`src/rtl/arm7tdmi_pkg.sv`:
```
// rtl/arm7tdmi_pkg.sv - shared ARM7TDMI types: MMU maintenance opcodes and request arbiter states
package arm7tdmi_pkg;

  // Opcodes 5..7 are reserved and acknowledged with maint_err.
  typedef enum logic [2:0] {
    FLUSH_ALL    = 3'd0,
    FLUSH_ENTRY  = 3'd1,
    FLUSH_ASID   = 3'd2,
    FLUSH_GLOBAL = 3'd3,
    SET_ASID     = 3'd4
  } mmu_maint_op_e;

  typedef enum logic [2:0] {
    IDLE,
    GRANT_I,
    GRANT_D,
    MAINT_ISSUE,
    MAINT_DRAIN
  } mmu_arb_state_e;

endpackage

```
`src/rtl/mmu_arb_stats.sv`:
```
// rtl/mmu_arb_stats.sv - grant and fetch-wait statistics counters for mmu_req_arbiter
module mmu_arb_stats (
  input  logic        clk,
  input  logic        rst_n,
  input  logic        i_grant,
  input  logic        d_grant,
  input  logic        i_wait,
  output logic [31:0] i_grants,
  output logic [31:0] d_grants,
  output logic [31:0] i_waits
);

  always_ff @(posedge clk or negedge rst_n) begin
    if (!rst_n) begin
      i_grants <= '0;
      d_grants <= '0;
      i_waits  <= '0;
    end else begin
      if (i_grant) i_grants <= i_grants + 32'd1;
      if (d_grant) d_grants <= d_grants + 32'd1;
      if (i_wait)  i_waits  <= i_waits + 32'd1;
    end
  end

endmodule

```
`src/rtl/mmu_req_arbiter.sv`:
```
// rtl/mmu_req_arbiter.sv - fetch/data arbiter and TLB maintenance sequencer for the MMU CPU port
// Statistics counters are built only when MMU_ARB_STATS_EN is defined.
module mmu_req_arbiter
  import arm7tdmi_pkg::*;
#(
  parameter int         ADDR_WIDTH   = 32,
  parameter int         STARVE_LIMIT = 4,
  parameter logic [7:0] RESET_ASID   = 8'h00
) (
  input  logic                  clk,
  input  logic                  rst_n,
  input  logic [ADDR_WIDTH-1:0] i_vaddr,
  input  logic                  i_req,
  output logic [31:0]           i_rdata,
  output logic                  i_ready,
  output logic                  i_abort,
  input  logic [ADDR_WIDTH-1:0] d_vaddr,
  input  logic                  d_req,
  input  logic                  d_write,
  input  logic [1:0]            d_size,
  input  logic [31:0]           d_wdata,
  output logic [31:0]           d_rdata,
  output logic                  d_ready,
  output logic                  d_abort,
  input  logic                  maint_valid,
  input  logic [2:0]            maint_op,
  input  logic [31:0]           maint_addr,
  input  logic [7:0]            maint_asid,
  output logic                  maint_ack,
  output logic                  maint_err,
  output logic [ADDR_WIDTH-1:0] mmu_vaddr,
  output logic                  mmu_req,
  output logic                  mmu_write,
  output logic [1:0]            mmu_size,
  output logic [31:0]           mmu_wdata,
  input  logic [31:0]           mmu_rdata,
  input  logic                  mmu_ready,
  input  logic                  mmu_abort,
  input  logic                  mmu_busy,
  output logic                  tlb_flush_all,
  output logic                  tlb_flush_entry,
  output logic                  tlb_flush_asid,
  output logic                  tlb_flush_global,
  output logic [31:0]           tlb_flush_addr,
  output logic [7:0]            tlb_flush_asid_val,
  output logic [7:0]            current_asid,
  output logic [31:0]           stat_i_grants,
  output logic [31:0]           stat_d_grants,
  output logic [31:0]           stat_i_wait
);

  localparam int            SW         = $clog2(STARVE_LIMIT + 1);
  localparam logic [SW-1:0] STARVE_MAX = SW'(STARVE_LIMIT);

  mmu_arb_state_e state, state_n;
  logic [SW-1:0]  starve_cnt;
  logic           first;   // first grant cycle: MMU handshake is not yet meaningful
  logic           enter_i, enter_d;

  assign enter_i = (state == IDLE) && (state_n == GRANT_I);
  assign enter_d = (state == IDLE) && (state_n == GRANT_D);

  always_ff @(posedge clk or negedge rst_n) begin
    if (!rst_n) state <= IDLE;
    else        state <= state_n;
  end

  always_comb begin
    state_n            = state;
    mmu_req            = 1'b0;
    mmu_vaddr          = '0;
    mmu_write          = 1'b0;
    mmu_size           = 2'b00;
    mmu_wdata          = '0;
    i_rdata            = '0;
    i_ready            = 1'b0;
    i_abort            = 1'b0;
    d_rdata            = '0;
    d_ready            = 1'b0;
    d_abort            = 1'b0;
    maint_ack          = 1'b0;
    maint_err          = 1'b0;
    tlb_flush_all      = 1'b0;
    tlb_flush_entry    = 1'b0;
    tlb_flush_asid     = 1'b0;
    tlb_flush_global   = 1'b0;
    tlb_flush_addr     = '0;
    tlb_flush_asid_val = '0;
    case (state)
      IDLE: begin
        if (maint_valid && !mmu_busy)             state_n = MAINT_ISSUE;
        else if (i_req && starve_cnt == STARVE_MAX) state_n = GRANT_I;
        else if (d_req)                           state_n = GRANT_D;
        else if (i_req)                           state_n = GRANT_I;
      end
      GRANT_I: begin
        mmu_req   = 1'b1;
        mmu_vaddr = i_vaddr;
        mmu_size  = 2'b10;
        if (!first) begin
          i_rdata = mmu_rdata;
          i_ready = mmu_ready;
          i_abort = mmu_abort;
          if (mmu_ready || mmu_abort) state_n = IDLE;
        end
      end
      GRANT_D: begin
        mmu_req   = 1'b1;
        mmu_vaddr = d_vaddr;
        mmu_write = d_write;
        mmu_size  = d_size;
        mmu_wdata = d_wdata;
        if (!first) begin
          d_rdata = mmu_rdata;
          d_ready = mmu_ready;
          d_abort = mmu_abort;
          if (mmu_ready || mmu_abort) state_n = IDLE;
        end
      end
      MAINT_ISSUE: begin
        tlb_flush_addr     = maint_addr;
        tlb_flush_asid_val = maint_asid;
        case (maint_op)
          FLUSH_ALL:    tlb_flush_all    = 1'b1;
          FLUSH_ENTRY:  tlb_flush_entry  = 1'b1;
          FLUSH_ASID:   tlb_flush_asid   = 1'b1;
          FLUSH_GLOBAL: tlb_flush_global = 1'b1;
          default: ;
        endcase
        state_n = MAINT_DRAIN;
      end
      MAINT_DRAIN: begin
        if (!mmu_busy) begin
          maint_ack = 1'b1;
          maint_err = (maint_op > SET_ASID);
          state_n   = IDLE;
        end
      end
      default: state_n = IDLE;
    endcase
  end

  always_ff @(posedge clk or negedge rst_n) begin
    if (!rst_n) begin
      first        <= 1'b0;
      starve_cnt   <= '0;
      current_asid <= RESET_ASID;
    end else begin
      first <= enter_i || enter_d;
      if (enter_i)
        starve_cnt <= '0;
      else if (enter_d && i_req && starve_cnt != STARVE_MAX)
        starve_cnt <= starve_cnt + 1'b1;
      // Only loaded from MAINT_ISSUE, so never while a translation is in flight.
      if (state == MAINT_ISSUE && maint_op == SET_ASID)
        current_asid <= maint_asid;
    end
  end

`ifdef MMU_ARB_STATS_EN
  mmu_arb_stats u_stats (
    .clk      (clk),
    .rst_n    (rst_n),
    .i_grant  (enter_i),
    .d_grant  (enter_d),
    .i_wait   (i_req && state != GRANT_I),
    .i_grants (stat_i_grants),
    .d_grants (stat_d_grants),
    .i_waits  (stat_i_wait)
  );
`else
  assign stat_i_grants = '0;
  assign stat_d_grants = '0;
  assign stat_i_wait   = '0;
`endif

endmodule

```
`config.mk`:
```
export PLATFORM = sky130hd
export DESIGN_NAME = mmu_req_arbiter
export DESIGN_NICKNAME = d
export VERILOG_FILES = /design/src/rtl/arm7tdmi_pkg.sv /design/src/rtl/mmu_arb_stats.sv /design/src/rtl/mmu_req_arbiter.sv
export SDC_FILE = /design/constraint.sdc
export NUM_CORES = 1
export LEC_CHECK = 0
export CAP_MARGIN = 10
export CORE_AREA = 2 2 180 182
export DETAILED_ROUTE_END_ITERATION = 10
export DIE_AREA = 0 0 182 184
export GPL_TIMING_DRIVEN = 0
export PLACE_DENSITY = 0.39
export SLEW_MARGIN = 20
export SYNTH_ARGS = -nofsm -noshare
export SYNTH_HDL_FRONTEND = slang
export SYNTH_HIERARCHICAL = 1
export SYNTH_SLANG_ARGS = --single-unit
```
`constraint.sdc`:
```
create_clock -name clk -period 1.8 [get_ports clk]
set_input_delay 0.36 -clock clk [delete_from_list [all_inputs] [get_ports clk]]
set_output_delay 0.36 -clock clk [all_outputs]
set_load 0.05 [all_outputs]
```
# Word level (Yosys, flattened, before mapping)
# Index checks and enable logic that the tools add are counted.
# W data, S select, Z words.
# op_classes
div	0
bitwise	0
n_reduce_logical	14
mux	38
n_mul	0
shift	0
order_cmp	1
n_eq_ne	12
addsub	1
# op_table
cell	n
$mux W32	5
$pmux W32 S2	1
$mux W3	9
$mux W1	20
$eq A3 B2 Y1 const B	5
$pmux W3 S4	1
$eq A3 B1 Y1 const B	3
$eq A3 B3 Y1 const B	3
$mux W8	1
$logic_and A1 B1 Y1	7
$logic_not A3 Y1	2
$pmux W2 S2	1
$add A3 B1 Y3 const B	1
$gt A3 B3 Y1 const B	1
$ne A3 B3 Y1 const B	1
$logic_or A1 B1 Y1	2
$reduce_bool A2 Y1	1
$reduce_or A2 Y1	1
$logic_not A1 Y1	1
# word_totals
mem_bits_rw	0
rom_bits	0
inputBits	182
output_inout_bits	286
memories	0
latch_bits	0
ff_bits	15

# Longest topological paths before layout
# Gate-level depths: netlist of run 1.
# logic_depth
word_depth	11
mapped_depth	7
ltp_nobuf	6

# Worst setup path before layout of run 1
# No wires, ideal clock.
# synth_path
path_type	reg-to-output
start	register state[0]
end	output port maint_err
setup_slack_ns	-1.529
arrival_time_ns	2.969
stages_incl_launch_ff	4
path_buffers	1
path_cell_list	dfrtp_1 > buf_6 > nor4b_1 > and3b_1
# synth_via
elab_chain_len	2
# synth_lines
item	line_no	rtl
start: declaration	mmu_req_arbiter.sv:55	mmu_arb_state_e state, state_n;
start signal: assignment	mmu_req_arbiter.sv:65	else state <= state_n;
$eq A3 B3 Y1	mmu_req_arbiter.sv:89	case (state)
$mux W1	mmu_req_arbiter.sv:89	
end: declaration	mmu_req_arbiter.sv:30	output logic maint_err,
# No other way between the ends.

# Worst setup path in the final report of run 1
# layout_path
start	register state[1]
end	output port i_rdata[24]
# layout_via
elab_chain_len	2
# layout_lines
item	line_no	rtl
$eq A3 B1 Y1	mmu_req_arbiter.sv:89	
$mux W32	mmu_req_arbiter.sv:89	
end: declaration	mmu_req_arbiter.sv:14	output logic [31:0] i_rdata,
# No other way between the ends.

==> results of run 1 <==
-- worst max-delay path, stage by stage, from the launching register on --
cell	delay, ns
sky130_fd_sc_hd__dfrtp_1	0.36
sky130_fd_sc_hd__buf_6	0.13
sky130_fd_sc_hd__or3b_4	0.40
sky130_fd_sc_hd__buf_12	0.16
sky130_fd_sc_hd__buf_16	0.15
sky130_fd_sc_hd__nor2_4	0.11
sky130_fd_sc_hd__buf_8	0.16
-- cell type report --
cell class,count,share of cell area (%)
Sequential cell,15,3.58
Multi-Input combinational cell,363,29.6
Timing Repair Buffer,426,50.1
Tap cell,402,4.77
Buffer,124,11.1
Clock buffer,4,0.747
Inverter,2,0.0711
-- final timing paths --
path	endpoint	slack (ns)
setup / recovery	i_rdata[24]	-0.29
hold / removal	current_asid[1]	0.50
setup reg to reg	starve_cnt[1]	0.08
hold reg to reg	current_asid[1]	0.50
max in group asynchronous	state[0]	0.76
min in group asynchronous	current_asid[2]	0.55
-- what timing repair did --
| item | in CTS | in global routing |
|---|---|---|
| buffers inserted | 26 | 22 |
| hold buffers | 0 | 0 |
| gates resized for setup | 1483 | 187 |
| cloned | 14 | 5 |
| endpoints found under the setup margin | 183 | 187 |
| pin swaps | 27 | 64 |
-- where the power goes --
| group | leakage [nW] | internal (mW) | switching (mW) | total [mW] |
|---|---|---|---|---|
| Combinational | 4.57 | 7.29 | 8.87 | 16.2 |
| Clock | 0.0382 | 0.300 | 0.134 | 0.434 |
| Sequential | 0.193 | 0.469 | 0.102 | 0.571 |
| Total | 4.80 | 8.06 | 9.11 | 17.2 |
-- state kept, by name, summed over array words and instances (netlist names) --
register and count:
starve_cnt 3, first 1, current_asid 8, state 3
-- layer usage --
metal / vias up / track usage, % / part of all wire [%]
met2: 249 / 22.7 / 57
met4: 0 / 0.581 / 0.12
li1: 2233 / - / -
met3: 2 / 3.31 / 8.9
met1: 2047 / 11.7 / 34
met5: - / 0 / 0
-- kinds of logic after synthesis --
family                     count (synthesis)  synth area share, %
AOI/OAI and AO/OA                         45                 12.8
adders and majority gates                  2                0.848
buffers and inverters                    130                 31.0
DFF                                       15                 12.7
muxes                                      8                 3.31
other                                      1                0.127
and+or+nand+nor                          211                 39.2
-- placed cells by master (no fill, tap or decap), drive strengths merged, types with 2 or more instances in the layout --
cell,Yosys,final
and2,42,42
inv,2,2
a21oi,2,2
clkbuf,17,18
nand2,7,8
buf,111,347
dfrtp,15,15
ha,2,2
and3b,2,2
conb,1,96
a22o,32,32
nand2b,35,35
nor2,77,77
dlymetal6s2s,0,5
nand3,3,3
clkdlybuf4s50,0,183
and3,37,37
mux2,8,8
nor2b,3,3
-- through the flow --
step	area [um^2]	hold WS [ns]	utilization (%)	setup TNS, ns
2_1_floorplan	3960	0.0644	-	-2.05
4_1_cts	9830	0.506	31.3	-39.39
5_1_grt	10600	0.520	33.6	-44.46
3_5_place_dp	8180	0.494	26.1	-159.51
3_3_place_gp	8180	0.488	26.1	-160.22
6_report	10600	0.502	33.6	-33.58
==> summary.md, run 1 <==
Summing all multi-input logic gate instances after layout gives 3120 um^2. The Yosys step of the flow raised 6 warnings. The time the final worst path needs with I/O delays and setup works out to 2.09 ns.

The hold violation total from the final report is 0. The analysis attributes to cell leakage a power of 4.80 nW. For the pre-CTS setup slack, the log shows -1.16 ns.

Counting every instance in the synthesized netlist gives 412. The worst setup path is captured at an output pin. The dominant register cell in the synthesized netlist was sky130_fd_sc_hd__dfrtp_1. The final antenna diode count is 0. The startpoint class of the critical path is a flop.

The average instance area after synthesis was 7.16 um^2. Ranked by total cell area, the synthesized netlist is headed by sky130_fd_sc_hd__buf_4, sky130_fd_sc_hd__dfrtp_1, sky130_fd_sc_hd__nor2_1. The total I/O pin count was 468; the filler-free cell count of the finished design was 1,336. The checks that failed: setup timing. The ratio of cells with drive above 1 in the final layout was 60.8%; the number of buffers added by the clock tree synthesis step was 3. The tightest min-delay check is of the reg -> reg type. In this run the standard cell core region covers 31,400 um^2. The tools report the hold path startpoint as current_asid[1]. The transition at the pin with the smallest max-transition slack works out to 0.710 ns. The tools report the number of fillers in the final layout as 3,221. For this block, the routed nets add up to 20.9 mm of wire. The number of antenna violations at the first check in global routing came out at 0. Row generation in the floorplan step produced 65 rows. After the last flow step, the layout net total stands at 1,119. The first routing iteration left 47 violations.

Clock latency on the worst-skew pair, taken at its later pin, is 0.24 ns. Dividing the detail-routed via count by the number of cells gives 3.39. Share of the clock period used by the worst path after layout: 116%. The half-perimeter wire length of the detailed placement result is 16.6 mm, and the layout-stage area growth over the synthesis result is 258%. The post-route antenna net violation count came out at 0. The async set-or-reset flop fraction in the synthesized netlist is 100%. Setup repair after global routing could not meet its margin everywhere. In this run the critical register-to-register path is launched from state[1].

The number of cells on the worst hold path was 1; the path depth of the worst reg2reg path was 7. After synthesis, the netlist uses 38 different library cells. The run gives 0.478 GHz as the peak clock frequency supported by timing.

Overall die width: 182 um. The number of enable-type register cells in the synthesized netlist came out at 0. The die covers 33,500 um^2. For this run, the total global-route usage over all layers was measured as 11.2%. In this run the tightest slew margin relative to its limit is 52.5%.

Summing over every cut layer, the via total after detailed routing is 4,531. Via count of the first global-routing pass: 4,521. The number of storage elements in the synthesis netlist was 15. For the final-report max-slew violation count, the log shows 0. The final number of setup-violating endpoints is 181. sky130_fd_sc_hd__buf_4 is the most common cell in the netlist.

Required time at the endpoint of the critical path: 1.44 ns. The number of placed instances, taps included, is 1,280. The power density normalized to cell area works out to 1630 nW/um^2.

Across the VDD grid, the largest voltage drop is 0.000485 V. STA puts the critical path data arrival time at 1.73 ns. The tools report the overall power consumption as 17.2 mW. The total grt overflow is 0, and the proportion of synthesized chip area in sequential cells is 12.7%. The first detailed-routing pass ran for 3 iterations. The starting density of the core is 9.39%, and the maximum clock path buffer count is 2. The number of I/O port buffers works out to 371. Counting instances in the post-synthesis netlist gives the leading cell types as sky130_fd_sc_hd__buf_4, sky130_fd_sc_hd__nor2_1, sky130_fd_sc_hd__and2_1, sky130_fd_sc_hd__and3_1, sky130_fd_sc_hd__nand2b_1. Across the run, the number of max-cap violations was 0. Of all cell types, the one taking the most synthesized area is sky130_fd_sc_hd__buf_4. The DRC violation count after routing is 0. The detailed-route wire length per cell is 15.6 um. The first global-routing pass estimated 28.6 mm of wire.

The clock drives 15 sinks. The run finished, with violations left. The run gives 378 um^2 as the register area. The congestion estimate from routability-driven global placement came to 0.683. The pin count of the biggest net entering global routing was 16. The critical path in this run is classified as reg -> out.

After clock tree synthesis, the clock-pin slew on the worst setup and hold paths is 0.05 ns. The tools report the final worst setup slack as -0.292 ns. Library cell used as clock root buffer: sky130_fd_sc_hd__clkbuf_16. The chip height is 184 um.

TritonCTS built the clock tree. The synthesized design devotes to its leading area cell type 25.5% of total area. The maximum fanout along the worst path was 10; the number of H-tree levels was 1. The worst setup path startpoint is state[1]. Clock skew on the completed layout was measured at 0.00120 ns. Summing every instance area after synthesis gives 2950 um^2.
Power figures use the tool's default switching activity.
==> run 2, diff against run 1 <==
- SLEW_MARGIN: 20 -> 15
==> results of run 2 <==
Final layout, timing and power as in run 1 (identical DEF).
